[src/rtl/motor_bridge_pkg.sv]
// Shared types and command encodings for the motor H-bridge receive path.
package motor_bridge_pkg;

    // Channel FSM state encoding
    typedef enum logic [2:0] {
        COAST = 3'd0,
        FWD   = 3'd1,
        REV   = 3'd2,
        BRAKE = 3'd3,
        DEAD  = 3'd4
    } state_t;

    // Raw command encodings {in1,in2}
    localparam logic [1:0] CMD_COAST = 2'b00;
    localparam logic [1:0] CMD_FWD   = 2'b10;
    localparam logic [1:0] CMD_REV   = 2'b01;
    localparam logic [1:0] CMD_BRAKE = 2'b11;

    // Relay drive pattern for a given state; DEAD coasts the bridge
    function automatic logic [1:0] state_drv(input state_t s);
        logic [1:0] d;
        case (s)
            COAST:   d = CMD_COAST;
            FWD:     d = CMD_FWD;
            REV:     d = CMD_REV;
            BRAKE:   d = CMD_BRAKE;
            DEAD:    d = CMD_COAST;
            default: d = CMD_COAST;
        endcase
        return d;
    endfunction

    // State directly named by an accepted command
    function automatic state_t cmd_state(input logic [1:0] c);
        state_t s;
        case (c)
            CMD_FWD:   s = FWD;
            CMD_REV:   s = REV;
            CMD_BRAKE: s = BRAKE;
            default:   s = COAST;
        endcase
        return s;
    endfunction

endpackage

[src/rtl/motor_bridge_driver_channel.sv]
// One motor channel: synchroniser, stability filter, reversal-safe FSM
// and registered relay/enable outputs.
module bridge_channel
    import motor_bridge_pkg::*;
#(
    parameter int SYNC_STAGES = 2,
    parameter int FILT_CYC    = 16,
    parameter int DEAD_CYC    = 1000
) (
    input  logic       clk,
    input  logic       rst_n,
    input  logic [1:0] cmd,
    input  logic       pwm_on,
    output logic [1:0] drv,
    output logic       en,
    output logic       busy
);

    localparam int FCW = (FILT_CYC > 1) ? $clog2(FILT_CYC) : 1;
    localparam int DCW = (DEAD_CYC > 1) ? $clog2(DEAD_CYC) : 1;
    localparam logic [FCW-1:0] FCNT_LAST = FCW'(FILT_CYC - 1);
    localparam logic [DCW-1:0] DCNT_LAST = DCW'(DEAD_CYC - 1);

    logic [SYNC_STAGES-1:0][1:0] sync_r;
    logic [1:0]     sync_cmd_s;
    logic [1:0]     cand_r;
    logic [FCW-1:0] fcnt_r;
    logic [1:0]     req_r;
    logic [1:0]     req_eff_s;
    state_t         state_r;
    state_t         state_nxt_s;
    logic [DCW-1:0] dcnt_r;
    logic [1:0]     drv_nxt_s;
    logic           en_nxt_s;
    logic           busy_nxt_s;

    assign sync_cmd_s = sync_r[SYNC_STAGES-1];

    // Metastability synchroniser: shift each command bit through SYNC_STAGES flops
    always_ff @(posedge clk or negedge rst_n) begin
        if (!rst_n) begin
            sync_r <= {SYNC_STAGES{2'b00}};
        end else begin
            sync_r <= {sync_r[SYNC_STAGES-2:0], cmd};
        end
    end

    // Stability filter: a command must hold FILT_CYC cycles before it is accepted
    always_ff @(posedge clk or negedge rst_n) begin
        if (!rst_n) begin
            cand_r <= CMD_COAST;
            fcnt_r <= {FCW{1'b0}};
            req_r  <= CMD_COAST;
        end else if (sync_cmd_s != cand_r) begin
            cand_r <= sync_cmd_s;
            fcnt_r <= {FCW{1'b0}};
        end else if (fcnt_r == FCNT_LAST) begin
            req_r <= cand_r;
        end else begin
            fcnt_r <= fcnt_r + FCW'(1);
        end
    end

    // Accepted command as it will be after this edge, so the FSM reacts on the qualifying edge
    always_comb begin
        req_eff_s = req_r;
        if ((sync_cmd_s == cand_r) && (fcnt_r == FCNT_LAST)) begin
            req_eff_s = cand_r;
        end else begin
            req_eff_s = req_r;
        end
    end

    // FSM state register
    always_ff @(posedge clk or negedge rst_n) begin
        if (!rst_n) begin
            state_r <= COAST;
        end else begin
            state_r <= state_nxt_s;
        end
    end

    // Dead-time counter: zero on DEAD entry, counts while DEAD persists
    always_ff @(posedge clk or negedge rst_n) begin
        if (!rst_n) begin
            dcnt_r <= {DCW{1'b0}};
        end else if ((state_r == DEAD) && (state_nxt_s == DEAD)) begin
            dcnt_r <= dcnt_r + DCW'(1);
        end else begin
            dcnt_r <= {DCW{1'b0}};
        end
    end

    // Next-state logic: direct reversals are routed through DEAD
    always_comb begin
        state_nxt_s = state_r;
        case (state_r)
            COAST, BRAKE: begin
                state_nxt_s = cmd_state(req_eff_s);
            end
            FWD: begin
                if (req_eff_s == CMD_REV) begin
                    state_nxt_s = DEAD;
                end else begin
                    state_nxt_s = cmd_state(req_eff_s);
                end
            end
            REV: begin
                if (req_eff_s == CMD_FWD) begin
                    state_nxt_s = DEAD;
                end else begin
                    state_nxt_s = cmd_state(req_eff_s);
                end
            end
            DEAD: begin
                if (dcnt_r == DCNT_LAST) begin
                    state_nxt_s = cmd_state(req_eff_s);
                end else begin
                    state_nxt_s = DEAD;
                end
            end
            default: begin
                state_nxt_s = COAST;
            end
        endcase
    end

    // Output decode from the next state so outputs register alongside the state
    always_comb begin
        drv_nxt_s  = state_drv(state_nxt_s);
        busy_nxt_s = (state_nxt_s == DEAD);
        case (state_nxt_s)
            FWD, REV: en_nxt_s = pwm_on;
            BRAKE:    en_nxt_s = 1'b1;
            default:  en_nxt_s = 1'b0;
        endcase
    end

    // Registered relay, enable and busy outputs
    always_ff @(posedge clk or negedge rst_n) begin
        if (!rst_n) begin
            drv  <= CMD_COAST;
            en   <= 1'b0;
            busy <= 1'b0;
        end else begin
            drv  <= drv_nxt_s;
            en   <= en_nxt_s;
            busy <= busy_nxt_s;
        end
    end

endmodule

[src/rtl/motor_bridge_driver.sv]
// Two-channel motor bridge driver with a shared PWM timebase.
module motor_bridge_driver
    import motor_bridge_pkg::*;
#(
    parameter int SYNC_STAGES = 2,
    parameter int FILT_CYC    = 16,
    parameter int DEAD_CYC    = 1000,
    parameter int PWM_PERIOD  = 256,
    parameter int PWM_DUTY    = 192
) (
    input  logic       clk,
    input  logic       rst_n,
    input  logic [1:0] cmd_a,
    input  logic [1:0] cmd_b,
    output logic [1:0] drv_a,
    output logic [1:0] drv_b,
    output logic       en_a,
    output logic       en_b,
    output logic       busy_a,
    output logic       busy_b
);

    localparam int PCW = (PWM_PERIOD > 1) ? $clog2(PWM_PERIOD) : 1;
    localparam logic [PCW-1:0] PCNT_LAST = PCW'(PWM_PERIOD - 1);
    localparam logic [31:0]    DUTY_U    = 32'(PWM_DUTY);

    logic [PCW-1:0] pcnt_r;
    logic           pwm_on_s;

    // Free-running PWM period counter shared by both channels
    always_ff @(posedge clk or negedge rst_n) begin
        if (!rst_n) begin
            pcnt_r <= {PCW{1'b0}};
        end else if (pcnt_r == PCNT_LAST) begin
            pcnt_r <= {PCW{1'b0}};
        end else begin
            pcnt_r <= pcnt_r + PCW'(1);
        end
    end

    assign pwm_on_s = ({{(32-PCW){1'b0}}, pcnt_r} < DUTY_U);

    bridge_channel #(
        .SYNC_STAGES(SYNC_STAGES),
        .FILT_CYC   (FILT_CYC),
        .DEAD_CYC   (DEAD_CYC)
    ) u_chan_a (
        .clk    (clk),
        .rst_n  (rst_n),
        .cmd    (cmd_a),
        .pwm_on (pwm_on_s),
        .drv    (drv_a),
        .en     (en_a),
        .busy   (busy_a)
    );

    bridge_channel #(
        .SYNC_STAGES(SYNC_STAGES),
        .FILT_CYC   (FILT_CYC),
        .DEAD_CYC   (DEAD_CYC)
    ) u_chan_b (
        .clk    (clk),
        .rst_n  (rst_n),
        .cmd    (cmd_b),
        .pwm_on (pwm_on_s),
        .drv    (drv_b),
        .en     (en_b),
        .busy   (busy_b)
    );

endmodule

[config.mk]
export PLATFORM = sky130hd
export DESIGN_NAME = motor_bridge_driver
export DESIGN_NICKNAME = d
export VERILOG_FILES = /design/src/rtl/motor_bridge_pkg.sv /design/src/rtl/motor_bridge_driver_channel.sv /design/src/rtl/motor_bridge_driver.sv
export SDC_FILE = /design/constraint.sdc
export NUM_CORES = 1
export LEC_CHECK = 0
export ABC_AREA = 1
export CAP_MARGIN = 20
export CELL_PAD_IN_SITES_DETAIL_PLACEMENT = 0
export CELL_PAD_IN_SITES_GLOBAL_PLACEMENT = 1
export CORE_MARGIN = 5
export CORE_UTILIZATION = 50
export CTS_CLUSTER_DIAMETER = 60
export DETAILED_ROUTE_END_ITERATION = 10
export PLACE_DENSITY = 0.93
export SETUP_SLACK_MARGIN = 0.05
export SYNTH_ARGS = -nofsm -noshare
export SYNTH_HDL_FRONTEND = slang
export SYNTH_SLANG_ARGS = --single-unit
[constraint.sdc]
create_clock -name clk -period 2.95 [get_ports clk]
set_clock_uncertainty 0.05 [all_clocks]
set_input_delay 0.885 -clock clk [delete_from_list [all_inputs] [get_ports clk]]
set_output_delay 0.885 -clock clk [all_outputs]
set_load 0.02 [all_outputs]
==> results.sh <==
export IMPL_cts_resized=0
export IMPL_final_nets=345
export IMPL_cts_buffer_depth=2
export IMPL_cp_max_fo=1
export IMPL_async_flop_share_pct=100
export IMPL_synthFlopType="dfrtp_1"
export IMPL_post_cts_buffers=0
export IMPL_grt_first_pass_wirelength_um=8070
export IMPL_cts_sinks=66
export IMPL_route_detailed_drc=0
export IMPL_overflow=0
export IMPL_yosysSeqAreaShare_pct=56.0
export IMPL_critPathSlowestCell="clkdlybuf4s50_1"
export IMPL_cp_start_kind="flop"
export IMPL_p_int_mw=1.40
export IMPL_path_cells="clkdlybuf4s50_1"
export IMPL_antenna_found_initial=0
export IMPL_rsz0062_at_grt="false"
export IMPL_clk_pin_slew_worst_paths_ps=70
export IMPL_final_seq_area_mm2=0.00165
export IMPL_fillers=537
export IMPL_die_h_um=86.8
export IMPL_clk_latency_ps=340
export IMPL_cts_hold_buf=0
export IMPL_synthCells=315
export IMPL_grt_pass1_vias=1929
export IMPL_fmax_ghz=0.453
export IMPL_grt_usage_pct=14.1
export IMPL_comb_power_share_pct=2.4
export IMPL_drt_initial_drc_count=65
export IMPL_synth_top_area_share_pct=56.0
export IMPL_leakagePower_nw=1.65
export IMPL_coreArea_mm2=0.00582
export IMPL_powerDensity_mw_per_mm2=529
export IMPL_diodes=0
export IMPL_report_final_setup_viol=0
export IMPL_finalSetupTns_ps=0
export IMPL_holdCritPathClass="flop to flop"
export IMPL_dp_hpwl_um=3240
export IMPL_multiInputGateArea_mm2=0.00110
export IMPL_ys_seq_elements=66
export IMPL_dr_pass1_iters=4
export IMPL_p_switching_mw=0.385
export IMPL_synth_cell_type_count=29
export IMPL_cp_num_buf_inv=1
export IMPL_grt_max_degree=44
export IMPL_synth_warnings=0
export IMPL_start_util_pct=50.7
export IMPL_numPortBuffers=13
export IMPL_cts_tree="done"
export IMPL_relSlewSlack_pct=64.1
export IMPL_path_delay_family="buffers and inverters"
export IMPL_cpPeakStageDelay_ps=600
export IMPL_synthTopCellsByArea="dfrtp_1, nand2_1, inv_1, nor2_1, xor2_1"
export IMPL_cts_buffers_inserted=9
export IMPL_period_needed_ps=2210
export IMPL_worst_slew_pin_slew_ps=539
export IMPL_cp_arrival_ps=1270
export IMPL_hold_viol=0
export IMPL_vdd_ir_drop_max_mv=0.340
export IMPL_yosysTopAreaCell="dfrtp_1"
export IMPL_min_period_over_period_pct=74.8
export IMPL_synth_fp_nets=326
export IMPL_p_seq_share_pct=51.7
export IMPL_end_kind="output port"
export IMPL_postRouteAntennaNets=0
export IMPL_synth_edf_count=0
export IMPL_area_delta_synth_final_pct=14.6
export IMPL_die_w_um=86.8
export IMPL_vias_per_cell=4.80
export IMPL_drive_gt1_share_pct=12.7
export IMPL_vias=1986
export IMPL_netSwitchingFraction_pct=21.5
export IMPL_critical_path_class="flop to output port"
export IMPL_cts_root_buf="clkbuf_8"
export IMPL_p_clk_share_pct=46.0
export IMPL_die_area_mm2=0.00753
export IMPL_cts_htree_levels=3
export IMPL_row_count=28
export IMPL_io_pins=14
export IMPL_synth_area_per_cell_um2=9.36
export IMPL_finalPower_mw=1.79
export IMPL_place_gp_congestion=0.825
export IMPL_totalWireLength_um=4470
export IMPL_status="finished clean"
export IMPL_final_max_slew_violation_count=0
export IMPL_synth_area_mm2=0.00295
export IMPL_cap_violations=0
export IMPL_worstPathRequired_ps=2020
export IMPL_post_drt_wl_per_cell_um=10.8
-- sequential cells by signal (all words and copies together) (netlist names), 2 cells and up --
signal               flops
u_chan_b.sync_cmd_s      2
u_chan_a.cand_r          2
u_chan_b.cand_r          2
u_chan_a.sync_r          2
u_chan_a.dcnt_r         10
u_chan_b.dcnt_r         10
u_chan_a.req_r           2
u_chan_a.fcnt_r          4
u_chan_a.drv             2
u_chan_a.sync_cmd_s      2
pcnt_r                   8
u_chan_b.drv             2
u_chan_b.fcnt_r          4
u_chan_a.state_r         3
u_chan_b.state_r         3
u_chan_b.req_r           2
u_chan_b.sync_r          2
-- final cells by class --
class                   instances  share of cell area (%)
repair buffers                 14                    4.29
well taps                      75                    2.78
inverters                      46                    5.11
clock buffers                   9                    3.66
multi-input cells             197                    32.5
clock inverters                 7                    2.78
flip-flops and latches         66                    48.9
-- placed cells by master, fill, tap and decap left out, types with 2 or more instances in the layout --
cell	instances
nor3b_1	5
nand3_2	3
o21ai_0	4
nand2_1	57
nand4_1	10
nor3_1	6
bufinv_16	2
ha_1	5
dfrtp_1	66
clkbuf_8	9
inv_1	45
xor2_1	12
a21oi_1	2
or2_1	2
clkinv_2	2
nor2_4	2
nand2_2	10
a211oi_1	4
clkdlybuf4s50_1	12
clkinvlp_4	2
nor2_2	4
xnor2_1	4
o211ai_1	4
nor2_1	43
nand3_1	14
-- power by group through the flow --
| stage | sequential, mW | clock (mW) | combinational (mW) |
|---|---|---|---|
| finish | 0.924 | 0.822 | 0.0425 |
| global route | 0.925 | 0.907 | 0.0503 |
| CTS | 0.924 | 0.850 | 0.0447 |
| detailed placement | 0.941 | 0 | 0.0446 |
| global placement | 0.940 | 0 | 0.0432 |
| floorplan | 0.940 | 0 | 0.0163 |
-- cells in the mapped netlist, types with 5 or more instances --
cell type / instances
nand2_2: 10
ha_1: 5
xor2_1: 12
nand3_1: 14
nand2_1: 57
nor3_1: 6
nor2_1: 43
inv_1: 45
nor3b_1: 5
nand4_1: 10
dfrtp_1: 66
-- stage by stage --
| stage | hold WS [ps] | utilization (%) | cells | instance area, um^2 | worst slack, ps |
|---|---|---|---|---|---|
| after global routing | 323 | 58.1 | 414 | 3380 | 678 |
| after CTS | 304 | 58.1 | 414 | 3380 | 711 |
| final | 302 | 58.1 | 414 | 3380 | 744 |
| after detailed placement | 286 | 54.4 | 398 | 3160 | 1100 |
| after floorplan | 281 | - | 315 | 2950 | 1460 |
| after global placement | 283 | 54.4 | 398 | 3160 | 1110 |
-- path summary, 6_finish.rpt --
check / startpoint / to / slack (ps) / cells past startpoint
worst min-delay path: u_chan_a.sync_r[1] / u_chan_a.sync_cmd_s[1] / 300 / 0
worst max-delay path: u_chan_a.busy / busy_a / 740 / 1
min in group asynchronous: rst_n / u_chan_a.sync_r[1] / 470 / 1
worst max register to register: u_chan_a.dcnt_r[0] / u_chan_a.dcnt_r[4] / 1200 / 6
worst min register to register: u_chan_a.sync_r[1] / u_chan_a.sync_cmd_s[1] / 300 / 0
max in group asynchronous: rst_n / u_chan_b.dcnt_r[2] / 1780 / 2
-- cells by family (layout without fill, tap and decap cells) --
family / after synthesis / after routing / share of synthesized area (%)
AO/OA/AOI/OAI: 16 / 16 / 3.82
AND/OR/NAND/NOR: 160 / 160 / 26.6
adder cells (fa/ha/maj): 5 / 5 / 2.12
flip-flops: 66 / 66 / 56.0
buffers and inverters: 52 / 76 / 6.70
XOR/XNOR: 16 / 16 / 4.75
-- layer usage --
metal / part of all wire [%] / routed length [um] / vias to the layer above / track usage [%]
met2: 50 / 2220 / 19 / 23.0
met5: 0 / 0 / - / 0
met1: 45 / 2010 / 934 / 16.4
li1: - / - / 1027 / -
met3: 3.7 / 164 / 6 / 5.42
met4: 1.9 / 83 / 0 / 6.37
No activity file was read; power rests on OpenSTA's default activity.
